[src/rtl/spike_reader_pkg.sv]
// spike_reader_pkg: FSM states and Wishbone constants shared by the spike-out reader.
package spike_reader_pkg;

    typedef enum logic [1:0] {
        IDLE = 2'd0,
        READ = 2'd1,
        OUT  = 2'd2,
        DONE = 2'd3
    } state_t;

    localparam logic [31:0] SPIKE_OUT_BASE = 32'h3000_8000;
    localparam logic [3:0]  WB_SEL_ALL     = 4'b1111;

endpackage

[src/rtl/spike_out_reader.sv]
// spike_out_reader: reads up to MAX_WORDS spike-out words from neuron_core over a
// Wishbone read-only initiator and forwards each one on a valid/ready stream.
// Optional ack timeout is enabled by defining SPIKE_READER_TIMEOUT_EN; without it
// a read waits for its ack indefinitely and err_o is tied low.
module spike_out_reader
    import spike_reader_pkg::*;
#(
    parameter logic [31:0] BASE_ADDR   = SPIKE_OUT_BASE,
    parameter int          MAX_WORDS   = 8,
    parameter int          TIMEOUT_CYC = 16
) (
    input  logic        clk,
    input  logic        rst,
    input  logic        start_i,
    input  logic [7:0]  num_words_i,
    output logic        busy_o,
    output logic        done_o,
    output logic        err_o,
    output logic        wbm_cyc_o,
    output logic        wbm_stb_o,
    output logic        wbm_we_o,
    output logic [3:0]  wbm_sel_o,
    output logic [31:0] wbm_adr_o,
    input  logic [31:0] wbm_dat_i,
    input  logic        wbm_ack_i,
    output logic        spk_valid_o,
    output logic [31:0] spk_data_o,
    output logic [7:0]  spk_idx_o,
    input  logic        spk_ready_i
);

    localparam logic [7:0] MAX_N = 8'(MAX_WORDS);

    state_t      r_state;
    logic [7:0]  r_n;
    logic [7:0]  r_k;
    logic        r_cyc;
    logic        r_done;
    logic        r_valid;
    logic [31:0] r_data;
    logic [7:0]  r_idx;
    logic [31:0] r_adr;

    logic [7:0]  w_n;
    logic [7:0]  w_kNext;
    logic [31:0] w_nextAdr;
    logic        w_ack;

    // Job length is clamped so a large request can never run past the spike-out window.
    assign w_n       = (num_words_i > MAX_N) ? MAX_N : num_words_i;
    assign w_kNext   = r_k + 8'd1;
    assign w_nextAdr = BASE_ADDR + {22'd0, w_kNext, 2'b00};
    // A stray ack outside an open bus cycle must never advance the FSM.
    assign w_ack     = wbm_ack_i & r_cyc;

`ifdef SPIKE_READER_TIMEOUT_EN
    localparam logic [15:0] TMO_LAST = 16'(TIMEOUT_CYC - 1);

    logic [15:0] r_tmo;
    logic        r_err;

    assign err_o = r_err;
`else
    logic [31:0] w_unused_timeout;

    assign w_unused_timeout = 32'(TIMEOUT_CYC);
    assign err_o            = 1'b0;
`endif

    assign busy_o      = (r_state != IDLE);
    assign done_o      = r_done;
    assign wbm_cyc_o   = r_cyc;
    assign wbm_stb_o   = r_cyc;
    assign wbm_we_o    = 1'b0;
    assign wbm_sel_o   = WB_SEL_ALL;
    assign wbm_adr_o   = r_adr;
    assign spk_valid_o = r_valid;
    assign spk_data_o  = r_data;
    assign spk_idx_o   = r_idx;

    // Job sequencer: one bus read per word, then hold the word on the stream until taken.
    always_ff @(posedge clk) begin
        if (!rst) begin
            r_state <= IDLE;
            r_n     <= 8'd0;
            r_k     <= 8'd0;
            r_cyc   <= 1'b0;
            r_done  <= 1'b0;
            r_valid <= 1'b0;
            r_data  <= 32'd0;
            r_idx   <= 8'd0;
            r_adr   <= 32'd0;
`ifdef SPIKE_READER_TIMEOUT_EN
            r_tmo   <= 16'd0;
            r_err   <= 1'b0;
`endif
        end else begin
            r_done <= 1'b0;
            case (r_state)
                IDLE: begin
                    if (start_i) begin
                        r_n <= w_n;
                        r_k <= 8'd0;
`ifdef SPIKE_READER_TIMEOUT_EN
                        r_err <= 1'b0;
                        r_tmo <= 16'd0;
`endif
                        if (w_n == 8'd0) begin
                            r_state <= DONE;
                        end else begin
                            r_state <= READ;
                            r_cyc   <= 1'b1;
                            r_adr   <= BASE_ADDR;
                        end
                    end
                end
                READ: begin
                    if (w_ack) begin
                        r_data  <= wbm_dat_i;
                        r_idx   <= r_k;
                        r_cyc   <= 1'b0;
                        r_valid <= 1'b1;
                        r_state <= OUT;
                    end
`ifdef SPIKE_READER_TIMEOUT_EN
                    else if (r_tmo == TMO_LAST) begin
                        r_cyc   <= 1'b0;
                        r_err   <= 1'b1;
                        r_state <= DONE;
                    end else begin
                        r_tmo <= r_tmo + 16'd1;
                    end
`endif
                end
                OUT: begin
                    if (spk_ready_i) begin
                        r_valid <= 1'b0;
                        r_k     <= w_kNext;
                        if (w_kNext < r_n) begin
                            r_state <= READ;
                            r_cyc   <= 1'b1;
                            r_adr   <= w_nextAdr;
`ifdef SPIKE_READER_TIMEOUT_EN
                            r_tmo   <= 16'd0;
`endif
                        end else begin
                            r_state <= DONE;
                        end
                    end
                end
                DONE: begin
                    r_done  <= 1'b1;
                    r_state <= IDLE;
                end
                default: begin
                    r_state <= IDLE;
                end
            endcase
        end
    end

endmodule

[config.mk]
export PLATFORM = sky130hd
export DESIGN_NAME = spike_out_reader
export DESIGN_NICKNAME = d
export VERILOG_FILES = /design/src/rtl/spike_reader_pkg.sv /design/src/rtl/spike_out_reader.sv
export SDC_FILE = /design/constraint.sdc
export NUM_CORES = 1
export LEC_CHECK = 0
export CAP_MARGIN = 10
export CORE_MARGIN = 2
export CORE_UTILIZATION = 47
export CTS_CLUSTER_DIAMETER = 120
export DETAILED_ROUTE_END_ITERATION = 7
export PLACE_DENSITY = 0.83
export SLEW_MARGIN = 20
export SYNTH_ARGS = -nofsm -noshare
export SYNTH_HDL_FRONTEND = slang
export SYNTH_SLANG_ARGS = --single-unit
[constraint.sdc]
create_clock -name clk -period 5.4 [get_ports clk]
set_input_delay 1.08 -clock clk [delete_from_list [all_inputs] [get_ports clk]]
set_output_delay 1.08 -clock clk [all_outputs]
set_load 0.01 [all_outputs]
### Word-level counts from Yosys, hierarchy flattened

Cells that the tools add are included.

* bits in registers: 93
* input bits: 45
* output and inout bits: 83

* add/subtract/negate cells: 2
* $lt $le $gt $ge: 2
* equal/unequal tests: 8
* multiplexer cells: 25
* bitwise gates (word level): 1
* reductions and logical operators: 13

Operators with widths (number)
* $mux W32: 4
* $pmux W32 S2: 1
* $add A30 B10 Y31 const A: 1
* $mux W8: 3
* $pmux W8 S2: 1
* $mux W2: 5
* $ne A2 B2 Y1 const B: 5
* $reduce_and A3 Y1: 3
* $add A8 B1 Y8 const B: 1
* $gt A8 B4 Y1 const B: 1
* $logic_not A8 Y1: 1
* $lt A8 B8 Y1: 1
* $mux W1: 8
* $pmux W2 S4: 1
* $reduce_and A6 Y1: 1
* $reduce_bool A2 Y1: 3
* $reduce_and A5 Y1: 1
* $eq A2 B2 Y1 const B: 2
* $reduce_and A2 Y1: 2
* $pmux W1 S3: 1
* $reduce_bool A3 Y1: 1
* $eq A2 B1 Y1 const B: 1
* $logic_not A2 Y1: 1
* $pmux W1 S2: 1
* $and A1 B1 Y1: 1

### Longest topological paths before layout

* depth after elaboration: 6
* depth in mapped cells: 11
* gate-level depth less buffers: 10

### Worst setup path before layout

No wires, ideal clock.

* path type: input-to-reg
* start: input num_words_i[7]
* end: register r_adr[9], in the netlist wbm_adr_o[9]
* library setup time: 0.116 ns
* arrival time: 2.431 ns
* data required time: 5.284 ns
* slack: 2.853 ns
* cell stages on the path: 6
* path through: or4_4 -> nor3_4 -> o22ai_2 -> and2_4 -> buf_6 -> a41o_1

* longest elaborated chain between the ends: 5

Ends and longest elaborated chain
* start, declared: line spike_out_reader.sv:15 `input logic [7:0] num_words_i,`
* $gt A8 B4 Y1: line spike_out_reader.sv:50 `assign w_n = (num_words_i > MAX_N) ? MAX_N : num_words_i;`
* $mux W8 (*): line spike_out_reader.sv:50
* $logic_not A8 Y1 (*): line spike_out_reader.sv:108 `if (w_n == 8'd0) begin`
* $ne A2 B2 Y1 (no line) (*)
* $reduce_and A5 Y1 (no line) (*)
* end signal, assigned: line spike_out_reader.sv:142 `r_adr <= w_nextAdr;`
* end, declared: line spike_out_reader.sv:42 `logic [31:0] r_adr;`

Mark *: on every way between the ends. The rest lies on a longest branch, timed or not.
A chain may end at the register's enable or synchronous reset.

### Worst setup path in the final report

* start: register r_state[1]
* end: output busy_o

* longest elaborated chain between the ends: 1

Ends and longest elaborated chain
* start, declared: line spike_out_reader.sv:34 `state_t r_state;`
* start signal, assigned: line spike_out_reader.sv:84 `r_state <= IDLE;`
* start signal, assigned: line spike_out_reader.sv:109 `r_state <= DONE;`
* start signal, assigned: line spike_out_reader.sv:111 `r_state <= READ;`
* $reduce_bool A2 Y1: line spike_out_reader.sv:70 `assign busy_o = (r_state != IDLE);`
* end, declared: line spike_out_reader.sv:16 `output logic busy_o,`

Every way passes these cells.

==> flow_summary.ini <==
[global_routing]
antenna_found_initial = 0
grt_max_degree = 80
grt_usage = 0.193
grt_pass1_vias = 2647
grt_overflow = 0
grt_pass1_wl_mm = 11.9

[timing]
worst_pin_slew_ns = 0.653
setup_ws_ns = 2.59
fin_crit_ns = 2.81
finalCritPeriodShare = 0.521
hold_viol = 0
fin_skew_ns = 0.00873
maxClockFrequency_mhz = 356
report.final.slew_viol_count = 0
slew_headroom = 0.565
fin_tns_setup_ns = 0
rsz0062_at_grt = no
setup_viol = 0

[floorplanning]
num_rows = 30
start_util = 0.485
core_um2 = 6790
fp.dieW_um = 87.7
die_y_um = 87.7
ios = 128
die_area_um2 = 7690

[power_and_ir_drop]
power_leakage_nw = 1.62
powerDensity_nw_per_um2 = 240
finalPower_mw = 1.05
peakVddDrop_uv = 148

[placement]
io_buffers = 100
dp_hpwl_mm = 5.28
pre_cts_ws_ns = 2.41
gp_congestion = 0.859

[route]
antenna_left = 0
drcViolationCount = 0
vias = 2850
viasPerCell = 4.88
wl_per_cell_um = 12.5
drtIter0Drc = 90
totalWireLength_mm = 7.31
drt_first_pass_iters = 5

[status]
status = complete, no violations

[critical_path]
critical_path.top_delay_family = flip-flops
path_max_fanout = 16
cp.arrival_ns = 1.73
path_cells = nor2_1, inv_1, clkdlybuf4s50_1
max_stage_delay_ns = 0.66
slowest_stage = dfxtp_1
required_ns = 4.32
cp-start-kind = flip-flop
path_depth = 3
worstSetupPathType = reg -> out
critPathBufInv = 2
end_kind = output port
ff2ff_path_depth = 10

[clock_tree]
cts_max_level = 3
postCtsSetupBuffers = 0
cts_tree = built
cts_root_buffer = clkbuf_8
clkTransAtPathRegs_ns = 0.07
cts_hold_buffers = 0
cts_made_buffers = 9
cts_buffer_depth = 2
clk_latency_ns = 0.33
cts_sinks = 70
cts_resized = 0

[finish]
drive_gt1_frac = 0.0512
antennaDiodeCount = 0
seqCellArea_um2 = 1400
synthToLayoutAreaGrowth_pct = 33.1
num-nets-final = 536
nFillCells = 624
final_core_utilization = 0.645
multi_input_area_um2 = 1630

[run]
drv_cap = 0

[logic_synthesis]
yosys.area_share.adder = 0.0304
avgSynthCellArea_um2 = 8.34
ys_seq_area_frac = 0.426
async_reset_ff_frac = 0
yosysWarnings = 0
synth_xor_xnor_area_share = 0.0133
synth_compound_area_frac = 0.171
synth-edff-count = 0
netlist_instances = 395
synthesis.area_um2 = 3290
synth_ff_type = dfxtp_1
synth_top_family_by_area = simple AND/OR/NAND/NOR gates
synth_mux_area_frac = 0.0274
synth_seq_cells = 70
synth.distinct_cells = 44
synth-simple-area-share = 0.221

[hold_path]
worstHoldPathType = reg -> reg
min_path_cells = 2
[tightest hold or removal path: cells and delay by family, from the launching register on]
kind | cells | cell delay (ns)
AOI/OAI and AO/OA | 1 | 0.06
DFF | 1 | 0.31
and+or+nand+nor | 1 | 0.05
[per-stage QoR]
step	hold slack (ns)	instance area (µm²)	instances
after floorplan	0.453	3390	420
after global placement	0.449	4220	568
after detailed placement	0.452	4220	568
after CTS	0.462	4380	584
after global routing	0.483	4380	584
final	0.457	4380	584
[cells by family (layout without fill, tap and decap cells)]
| family | after synthesis | in the layout |
|---|---|---|
| and+or+nand+nor | 159 | 159 |
| buffers and inverters | 63 | 131 |
| xor gates and xnor gates | 5 | 5 |
| AOI/OAI and AO/OA | 79 | 79 |
| DFF | 70 | 70 |
| muxes | 9 | 9 |
| other | 2 | 27 |
| adders and majority gates | 8 | 8 |
[routing by layer]
metal | track usage | vias to the layer above | share of wire
met5 | 0 | - | 0
met4 | 0.0573 | 0 | 0.010
met3 | 0.0396 | 10 | 0.070
met2 | 0.331 | 107 | 0.48
met1 | 0.245 | 1304 | 0.44
li1 | - | 1429 | -
[final cells by class]
type	instances	area share
well taps	96	0.0274
inverters	12	0.0103
flip-flops and latches	70	0.320
multi-input cells	287	0.372
clock buffers	12	0.0331
repair buffers	103	0.232
clock inverters	4	0.00514
[flip-flops by register name, summed over array words and instances (netlist names)]
name         cells
wbm_adr_o        9
done_o           1
r_n              8
r_k              8
r_state          2
spk_data_o      32
wbm_cyc_o        1
spk_valid_o      1
spk_idx_o        8
[cell usage in the layout, fill, tap and decap left out, types with 7 or more instances in the layout]
cell             Yosys  final
nor2_1               8      8
mux2i_1              9      9
dfxtp_1             70     70
clkdlybuf4s50_1      0     99
clkbuf_8             0     10
nand2_1            105    105
nand3_1              7      7
ha_1                 8      8
nor2b_1             15     15
a21oi_1              8      8
inv_1               12     12
o21ai_0             10     10
a21boi_0            43     43
conb_1               2     27
[Yosys cell counts (2+ instances only)]
master,count,area share
a21boi_0,43,0.098
a21oi_1,8,0.012
a31oi_1,4,0.0076
and2_1,2,0.0038
and3_1,5,0.0095
buf_2,2,0.0030
buf_4,30,0.068
clkbuf_1,18,0.021
conb_1,2,0.0023
dfxtp_1,70,0.43
ha_1,8,0.030
inv_1,12,0.014
mux2i_1,9,0.027
nand2_1,105,0.12
nand3_1,7,0.011
nand4_1,2,0.0038
nor2_1,8,0.0091
nor2b_1,15,0.028
nor3_1,2,0.0030
nor3b_1,4,0.0091
o21a_1,3,0.0068
o21ai_0,10,0.015
or3_1,2,0.0038
xnor2_1,2,0.0053
xor2_1,3,0.0080
[where the power goes]
group          leakage (nW)  switching (mW)  internal (mW)
Clock                0.0861           0.184          0.177
Combinational         0.970          0.0745         0.0779
Sequential            0.565          0.0128          0.527
Total                  1.62           0.272          0.782
[final timing paths]
path | start | endpoint | slack [ns]
setup / recovery | r_state[1]$_SDFFE_PN0P_ | busy_o | 2.59
hold reg to reg | wbm_adr_o[2]$_SDFFE_PN0P_ | wbm_adr_o[2]$_SDFFE_PN0P_ | 0.46
setup reg to reg | r_k[0]$_SDFFE_PN0P_ | wbm_adr_o[9]$_SDFFE_PN0P_ | 2.72
hold / removal | wbm_adr_o[2]$_SDFFE_PN0P_ | wbm_adr_o[2]$_SDFFE_PN0P_ | 0.46
Power figures use the tool's default switching activity.
